`src/rtl/rv32i_pkg.sv`:
```
// Shared RV32I constants and types for the operand fetch stage.
package rv32i_pkg;

   localparam int XLEN_DEFAULT = 32;
   localparam int REG_ADDR_W   = 5;
   localparam int NUM_REGS     = 32;

   typedef enum logic [1:0] {
      SEL_ZERO,
      SEL_BYPASS,
      SEL_RF
   } opsel_t;

   typedef enum logic {
      OUT_EMPTY,
      OUT_FULL
   } out_state_t;

   // x0 is hardwired zero, so it outranks a same-cycle writeback to it.
   function automatic opsel_t select_operand(input logic [REG_ADDR_W-1:0] addr,
                                             input logic                  wb_valid,
                                             input logic [REG_ADDR_W-1:0] wb_rd);
      opsel_t sel;
      if (addr == '0)
         sel = SEL_ZERO;
      else if (wb_valid && (wb_rd == addr))
         sel = SEL_BYPASS;
      else
         sel = SEL_RF;
      return sel;
   endfunction

endpackage

```
`src/rtl/operand_fetch_scoreboard.sv`:
```
// Register busy scoreboard: one pending-write bit per architectural register.
module scoreboard
   import rv32i_pkg::*;
(
   input  logic                  clk,
   input  logic                  rstn,
   input  logic                  set_en,
   input  logic [REG_ADDR_W-1:0] set_idx,
   input  logic                  wb_clr_en,
   input  logic [REG_ADDR_W-1:0] wb_clr_idx,
   input  logic                  flush_clr_en,
   input  logic [REG_ADDR_W-1:0] flush_clr_idx,
   input  logic [REG_ADDR_W-1:0] rs1_idx,
   input  logic [REG_ADDR_W-1:0] rs2_idx,
   input  logic [REG_ADDR_W-1:0] rd_idx,
   output logic                  rs1_busy,
   output logic                  rs2_busy,
   output logic                  rd_busy
);

   logic [NUM_REGS-1:0] busy_q;
   logic [NUM_REGS-1:0] busy_d;

   // Clears are applied first so a same-cycle set of the same index wins.
   always_comb begin
      busy_d = busy_q;
      if (wb_clr_en)
         busy_d[wb_clr_idx] = 1'b0;
      if (flush_clr_en)
         busy_d[flush_clr_idx] = 1'b0;
      if (set_en)
         busy_d[set_idx] = 1'b1;
      busy_d[0] = 1'b0;
   end

   always_ff @(posedge clk) begin
      if (!rstn)
         busy_q <= '0;
      else
         busy_q <= busy_d;
   end

   assign rs1_busy = busy_q[rs1_idx];
   assign rs2_busy = busy_q[rs2_idx];
   assign rd_busy  = busy_q[rd_idx];

endmodule

```
`src/rtl/operand_fetch.sv`:
```
// Operand fetch stage: hazard check, register read with writeback bypass,
// and a single-entry output register toward execute.
module operand_fetch
   import rv32i_pkg::*;
#(
   parameter int XLEN  = XLEN_DEFAULT,
   parameter int CTRLW = 16
) (
   input  logic                  clk,
   input  logic                  rstn,
   input  logic                  id_valid,
   output logic                  id_ready,
   input  logic [REG_ADDR_W-1:0] id_rs1,
   input  logic [REG_ADDR_W-1:0] id_rs2,
   input  logic [REG_ADDR_W-1:0] id_rd,
   input  logic                  id_use_rs1,
   input  logic                  id_use_rs2,
   input  logic                  id_wr_rd,
   input  logic [CTRLW-1:0]      id_ctrl,
   output logic [REG_ADDR_W-1:0] rf_rs1_raddr,
   output logic [REG_ADDR_W-1:0] rf_rs2_raddr,
   input  logic [XLEN-1:0]       rf_rs1_rdata,
   input  logic [XLEN-1:0]       rf_rs2_rdata,
   input  logic                  wb_valid,
   input  logic [REG_ADDR_W-1:0] wb_rd,
   input  logic [XLEN-1:0]       wb_data,
   input  logic                  flush,
   output logic                  ex_valid,
   input  logic                  ex_ready,
   output logic [XLEN-1:0]       ex_rs1_data,
   output logic [XLEN-1:0]       ex_rs2_data,
   output logic [REG_ADDR_W-1:0] ex_rd,
   output logic                  ex_wr_rd,
   output logic [CTRLW-1:0]      ex_ctrl,
   output logic [15:0]           stall_cnt
);

   out_state_t state_q;
   out_state_t state_d;

   logic rs1_busy, rs2_busy, rd_busy;
   logic rs1_haz, rs2_haz, waw_haz, hazard;
   logic issue, set_en, wb_clr_en, flush_clr_en;
   logic [XLEN-1:0] rs1_val, rs2_val;

   assign rf_rs1_raddr = id_rs1;
   assign rf_rs2_raddr = id_rs2;

   assign rs1_haz = id_use_rs1 && rs1_busy && !(wb_valid && (wb_rd == id_rs1));
   assign rs2_haz = id_use_rs2 && rs2_busy && !(wb_valid && (wb_rd == id_rs2));
   assign waw_haz = id_wr_rd && (id_rd != '0) && rd_busy
                    && !(wb_valid && (wb_rd == id_rd));
   assign hazard  = rs1_haz || rs2_haz || waw_haz;

   assign ex_valid = (state_q == OUT_FULL);
   assign id_ready = rstn && !flush && !hazard && (!ex_valid || ex_ready);
   assign issue    = id_valid && id_ready;

   // A flushed entry that never reached execute will never write back.
   assign set_en       = issue && id_wr_rd && (id_rd != '0);
   assign wb_clr_en    = wb_valid && (wb_rd != '0);
   assign flush_clr_en = flush && ex_valid && !ex_ready && ex_wr_rd && (ex_rd != '0);

   scoreboard u_scoreboard (
      .clk           (clk),
      .rstn          (rstn),
      .set_en        (set_en),
      .set_idx       (id_rd),
      .wb_clr_en     (wb_clr_en),
      .wb_clr_idx    (wb_rd),
      .flush_clr_en  (flush_clr_en),
      .flush_clr_idx (ex_rd),
      .rs1_idx       (id_rs1),
      .rs2_idx       (id_rs2),
      .rd_idx        (id_rd),
      .rs1_busy      (rs1_busy),
      .rs2_busy      (rs2_busy),
      .rd_busy       (rd_busy)
   );

   always_comb begin
      rs1_val = '0;
      rs2_val = '0;
      if (id_use_rs1) begin
         case (select_operand(id_rs1, wb_valid, wb_rd))
            SEL_BYPASS: rs1_val = wb_data;
            SEL_RF:     rs1_val = rf_rs1_rdata;
            default:    rs1_val = '0;
         endcase
      end
      if (id_use_rs2) begin
         case (select_operand(id_rs2, wb_valid, wb_rd))
            SEL_BYPASS: rs2_val = wb_data;
            SEL_RF:     rs2_val = rf_rs2_rdata;
            default:    rs2_val = '0;
         endcase
      end
   end

   always_ff @(posedge clk) begin
      if (!rstn)
         state_q <= OUT_EMPTY;
      else
         state_q <= state_d;
   end

   always_comb begin
      state_d = state_q;
      case (state_q)
         OUT_EMPTY: if (issue) state_d = OUT_FULL;
         OUT_FULL:  if (ex_ready && !issue) state_d = OUT_EMPTY;
         default:   state_d = OUT_EMPTY;
      endcase
      if (flush)
         state_d = OUT_EMPTY;
   end

   always_ff @(posedge clk) begin
      if (!rstn) begin
         ex_rs1_data <= '0;
         ex_rs2_data <= '0;
         ex_rd       <= '0;
         ex_wr_rd    <= 1'b0;
         ex_ctrl     <= '0;
      end else if (issue) begin
         ex_rs1_data <= rs1_val;
         ex_rs2_data <= rs2_val;
         ex_rd       <= id_rd;
         ex_wr_rd    <= id_wr_rd;
         ex_ctrl     <= id_ctrl;
      end
   end

   always_ff @(posedge clk) begin
      if (!rstn)
         stall_cnt <= '0;
      else if (id_valid && hazard && (stall_cnt != 16'hFFFF))
         stall_cnt <= stall_cnt + 16'd1;
   end

endmodule

```
`config.mk`:
```
export PLATFORM = sky130hd
export DESIGN_NAME = operand_fetch
export DESIGN_NICKNAME = d
export VERILOG_FILES = /design/src/rtl/rv32i_pkg.sv /design/src/rtl/operand_fetch_scoreboard.sv /design/src/rtl/operand_fetch.sv
export SDC_FILE = /design/constraint.sdc
export NUM_CORES = 1
export LEC_CHECK = 0
export CELL_PAD_IN_SITES_DETAIL_PLACEMENT = 1
export CELL_PAD_IN_SITES_GLOBAL_PLACEMENT = 2
export CORE_ASPECT_RATIO = 0.9
export CORE_UTILIZATION = 36
export DETAILED_ROUTE_END_ITERATION = 8
export DONT_BUFFER_PORTS = 1
export PLACE_DENSITY = 0.78
export SLEW_MARGIN = 20
export SYNTH_ARGS = -nofsm -noshare
export SYNTH_HDL_FRONTEND = slang
export SYNTH_SLANG_ARGS = --single-unit
```
`constraint.sdc`:
```
create_clock -name clk -period 3.66 [get_ports clk]
set_clock_uncertainty 0.2 [all_clocks]
set_input_delay 0 -clock clk [delete_from_list [all_inputs] [get_ports clk]]
set_output_delay 0 -clock clk [all_outputs]
set_load 0.03 [all_outputs]
```
==> results of run 1 <==
logic make-up after synthesis:
family / Yosys count / synth area share (%)
multiplexers: 112 / 17.0
flip-flops: 134 / 36.7
buffers and inverters: 99 / 5.81
AND/OR/NAND/NOR: 306 / 21.2
AO/OA/AOI/OAI: 177 / 17.3
adder cells (fa/ha/maj): 1 / 0.171
XOR/XNOR: 15 / 1.80
Yosys cell counts, types with 5 or more instances:
| cell | instances |
|---|---|
| nand3_1 | 103 |
| or3_1 | 7 |
| buf_1 | 11 |
| dfxtp_1 | 134 |
| a21oi_1 | 7 |
| buf_4 | 12 |
| o31ai_1 | 66 |
| inv_1 | 13 |
| nand4_1 | 6 |
| nor3_1 | 8 |
| nand2b_1 | 19 |
| o211ai_1 | 5 |
| xor2_1 | 12 |
| buf_2 | 6 |
| mux2_2 | 6 |
| nor2_1 | 17 |
| and3_1 | 9 |
| nor2b_1 | 7 |
| clkbuf_1 | 57 |
| nand3b_1 | 6 |
| mux4_2 | 9 |
| o21ai_0 | 37 |
| o2111ai_1 | 31 |
| nand2_1 | 95 |
| mux2i_1 | 97 |
| o21ai_1 | 7 |
stage by stage:
step	worst slack (ps)	hold slack (ps)
2_1_floorplan	1080	-101
3_3_place_gp	766	-199
3_5_place_dp	658	-199
==> impl_metrics.toml, run 1 <==
[cts]
cts_resized = 0
cts_buffer_depth = 2
clock-sinks = 134
htree_levels = 4
cts_setup_buffers = 0
root_buffer = "clkbuf_16"
cts-buffers-inserted = 17
cts_hold_buf = 211

[synthesis]
yosys-top-cells-area = "dfxtp_1 (37%), mux2i_1 (13%), nand3_1 (7.1%)"
ys_ff_latch = 134
syn-num-nets = 986
synth_ff_type = "dfxtp_1"
synth.top_cell.area_share_pct = 36.7
yosysSeqAreaShare_pct = 36.7
syn_area_um2 = 7300
synthArstFlopShare_pct = 0
synth_edf_count = 0
synth_top_area_cell = "dfxtp_1"
syn_inst = 844
ys.warnings.count = 0
syn_area_per_cell_um2 = 8.65
synth.distinct_cells = 52

[floorplanning]
start_util_pct = 36.7
ios = 255
num_rows = 49
fp.dieH_um = 137
die_x_um = 152

[placed_design]
dpl_cell_area_um2 = 7310
dp_cells = 1019
io_buffers = 0
place_congestion = 0.877
dp_hpwl_mm = 18.4

[outcome]
outcome = "did not finish"
firstError = "[ERROR RSZ-0060] Max buffer count reached."
stop_stage = "clock tree synthesis"
==> run 2: changes to the inputs <==
CELL_PAD_IN_SITES_DETAIL_PLACEMENT = unset   (was 1)
CELL_PAD_IN_SITES_GLOBAL_PLACEMENT = unset   (was 2)
CORE_ASPECT_RATIO = unset   (was 0.9)
CORE_UTILIZATION = 35   (was 36)
PLACE_DENSITY = unset   (was 0.78)
PLACE_DENSITY_LB_ADDON = 0.15   (was unset)
==> impl_metrics.toml, run 2 <==
[cts]
htree_levels = 4
cts_resized = 0
root_buffer = "clkbuf_16"
cts_buffer_depth = 2
clock_latency_ps = 420
cts_tree = "built"
clkTransAtPathRegs_ps = 60
cts-buffers-inserted = 17
clock-sinks = 134

[timing]
finalSetupViolCount = 0
fin_crit_sh_pct = 95.3
rsz0062_at_grt = "no"
fmax_ghz = 0.287
hold_viol = 0
hold-worst-slack_ps = 22.3
slew-limit-headroom_pct = 25.6
fin_crit_ps = 3490
worstMarginPinSlew_ps = 1120
drv_slew = 0
setup-tns-final_ps = 0

[route]
wirelength_mm = 28.1
drtIter0Drc = 519
ant_nets = 0
viasPerCell = 5.99
drc_errors = 0
wl_per_cell_um = 22.2
vias = 7588
drt_pass1_iterations = 5

[critical_path]
path_delay_family = "buffers and inverters"
critPathMaxStageDelay_ps = 700
crit_type = "in -> reg"
critPathLaunchType = "input pin"
critPathBufInv = 3
cp_max_fo = 25
critical_path_arrival_ps = 3590
cp.required_ps = 3770
endpoint_kind = "register"
crit_path_top_delay_cell = "dlygate4sd3_1"
crit_chain = "dlygate4sd3_1 > or3_1 > o31ai_1 > a31oi_1 > inv_1 > o211a_1 > nor4b_1 > mux2i_1 > dlygate4sd3_1"
cpMostUsedCell = "dlygate4sd3_1"

[floorplanning]
fp.dieH_um = 146
ios = 255
die_area_um2 = 21500
start_util_pct = 35.9
num_rows = 52
die_x_um = 146
core_um2 = 20400

[global_route]
antenna_found_initial = 1
grt_pass1_wl_mm = 43.1
grt_pass1_vias = 7609
track_usage_pct = 25.8
grt_max_degree = 156
grt-ovfl-total = 0

[final_layout]
finalInstanceArea_um2 = 9950
layout-drive-gt1-share_pct = 6.33
mostFrequentLayoutCell = "dlygate4sd3_1"
nets = 1124
top_regs = "ex_rs1_data x32, ex_rs2_data x32, u_scoreboard.busy_q x31"
nFillCells = 1866
area_growth_pct = 36.3
layout_common_cells = "dlygate4sd3_1 (200), dfxtp_1 (134), nand3_1 (103), mux2i_1 (97), nand2_1 (95)"

[synthesis]
synthArstFlopShare_pct = 0
synth_common_cells = "dfxtp_1 (134), nand3_1 (103), mux2i_1 (97), nand2_1 (95), o31ai_1 (66)"
syn_inst = 844
ys.warnings.count = 0
synth.top_cell.area_share_pct = 36.7
syn_area_per_cell_um2 = 8.65
yosysSeqAreaShare_pct = 36.7
syn-num-nets = 986
yosys-top-cells-area = "dfxtp_1 (37%), mux2i_1 (13%), nand3_1 (7.1%)"
synth.distinct_cells = 52
post-synth-top-count-cell = "dfxtp_1"
synth_top_area_cell = "dfxtp_1"
synth_edf_count = 0
syn_area_um2 = 7300
synth_ff_type = "dfxtp_1"
ys_ff_latch = 134

[placed_design]
io_buffers = 0
place_congestion = 0.889
dpl_cell_area_um2 = 7330
dp_hpwl_mm = 16.7

[power_and_ir_drop]
power_density_nw_per_um2 = 378
ir_worst_vdd_v = 0.000270
leakagePower_nw = 3.49

[job]
max_cap_violations = 0

[hold_path]
hold_path_class = "in -> reg"

[outcome]
outcome = "complete, no violations"
[run 2: final timing paths]
| path | startpoint | to | slack [ps] | depth (start not counted) |
|---|---|---|---|---|
| max | id_rd[4] | stall_cnt[13] | 170 | 9 |
| min | id_use_rs1 | ex_rs1_data[27] | 20 | 3 |
| max reg2reg | u_scoreboard.busy_q[19] | stall_cnt[13] | 190 | 8 |
| min reg2reg | u_scoreboard.busy_q[5] | u_scoreboard.busy_q[5] | 340 | 2 |
[run 2: metrics by stage]
step / utilization, % / instances / power, mW / worst slack, ps
after global routing: 48.9 / 1266 / 3.90 / 21.7
final: 48.9 / 1266 / 3.77 / 174
after CTS: 48.9 / 1265 / 3.78 / 224
after global placement: 36.0 / 1032 / 1.81 / 796
after floorplan: - / 844 / 1.82 / 1080
after detailed placement: 36.0 / 1032 / 1.82 / 706
[run 2: per-layer routing]
layer  global-route usage [%]  part of all wire [%]  vias to the layer above
li1                         -                     -                     3424
met1                     31.7                    41                     3644
met2                     43.0                    48                      430
met3                     6.56                   8.1                       90
met4                     10.7                   3.2                        0
met5                        0                     0                        -
[run 2: tightest hold or removal path: stages]
cell and delay (ps):
nand3_1 60, buf_4 260, o31ai_1 260
[run 2: what timing repair did]
action / CTS / global route
endpoints found under the setup margin: 0 / 0
buffers inserted: 0 / 0
hold buffers: 201 / 0
hold endpoints to repair: 144 / 0
[run 2: cell families (layout without fill, tap and decap cells)]
kind of cell | after synthesis | in the layout | synth area share [%]
other cells | 0 | 1 | 0
xor+xnor | 15 | 15 | 1.80
simple gates | 306 | 306 | 21.2
compound gates | 177 | 177 | 17.3
flops | 134 | 134 | 36.7
buf+inv | 99 | 250 | 5.81
mux | 112 | 112 | 17.0
fa+ha+maj | 1 | 1 | 0.171
[run 2: area by class of cell]
class	count	area (um2)	share of cell area [%]
Clock inverter	15	166	1.67
Inverter	13	48.8	0.490
Clock buffer	17	425	4.27
Sequential cell	134	2680	27.0
Tap cell	270	338	3.39
Antenna cell	1	2.50	0.0251
Multi-Input combinational cell	611	4220	42.4
Timing Repair Buffer	205	2070	20.8
[run 2: where the power goes]
group | internal (mW) | total (mW) | switching [mW]
clock | 1.02 | 1.75 | 0.728
combinational | 0.230 | 0.453 | 0.223
sequential | 1.48 | 1.56 | 0.0782
total | 2.74 | 3.77 | 1.03
Power figures use the tool's default switching activity.
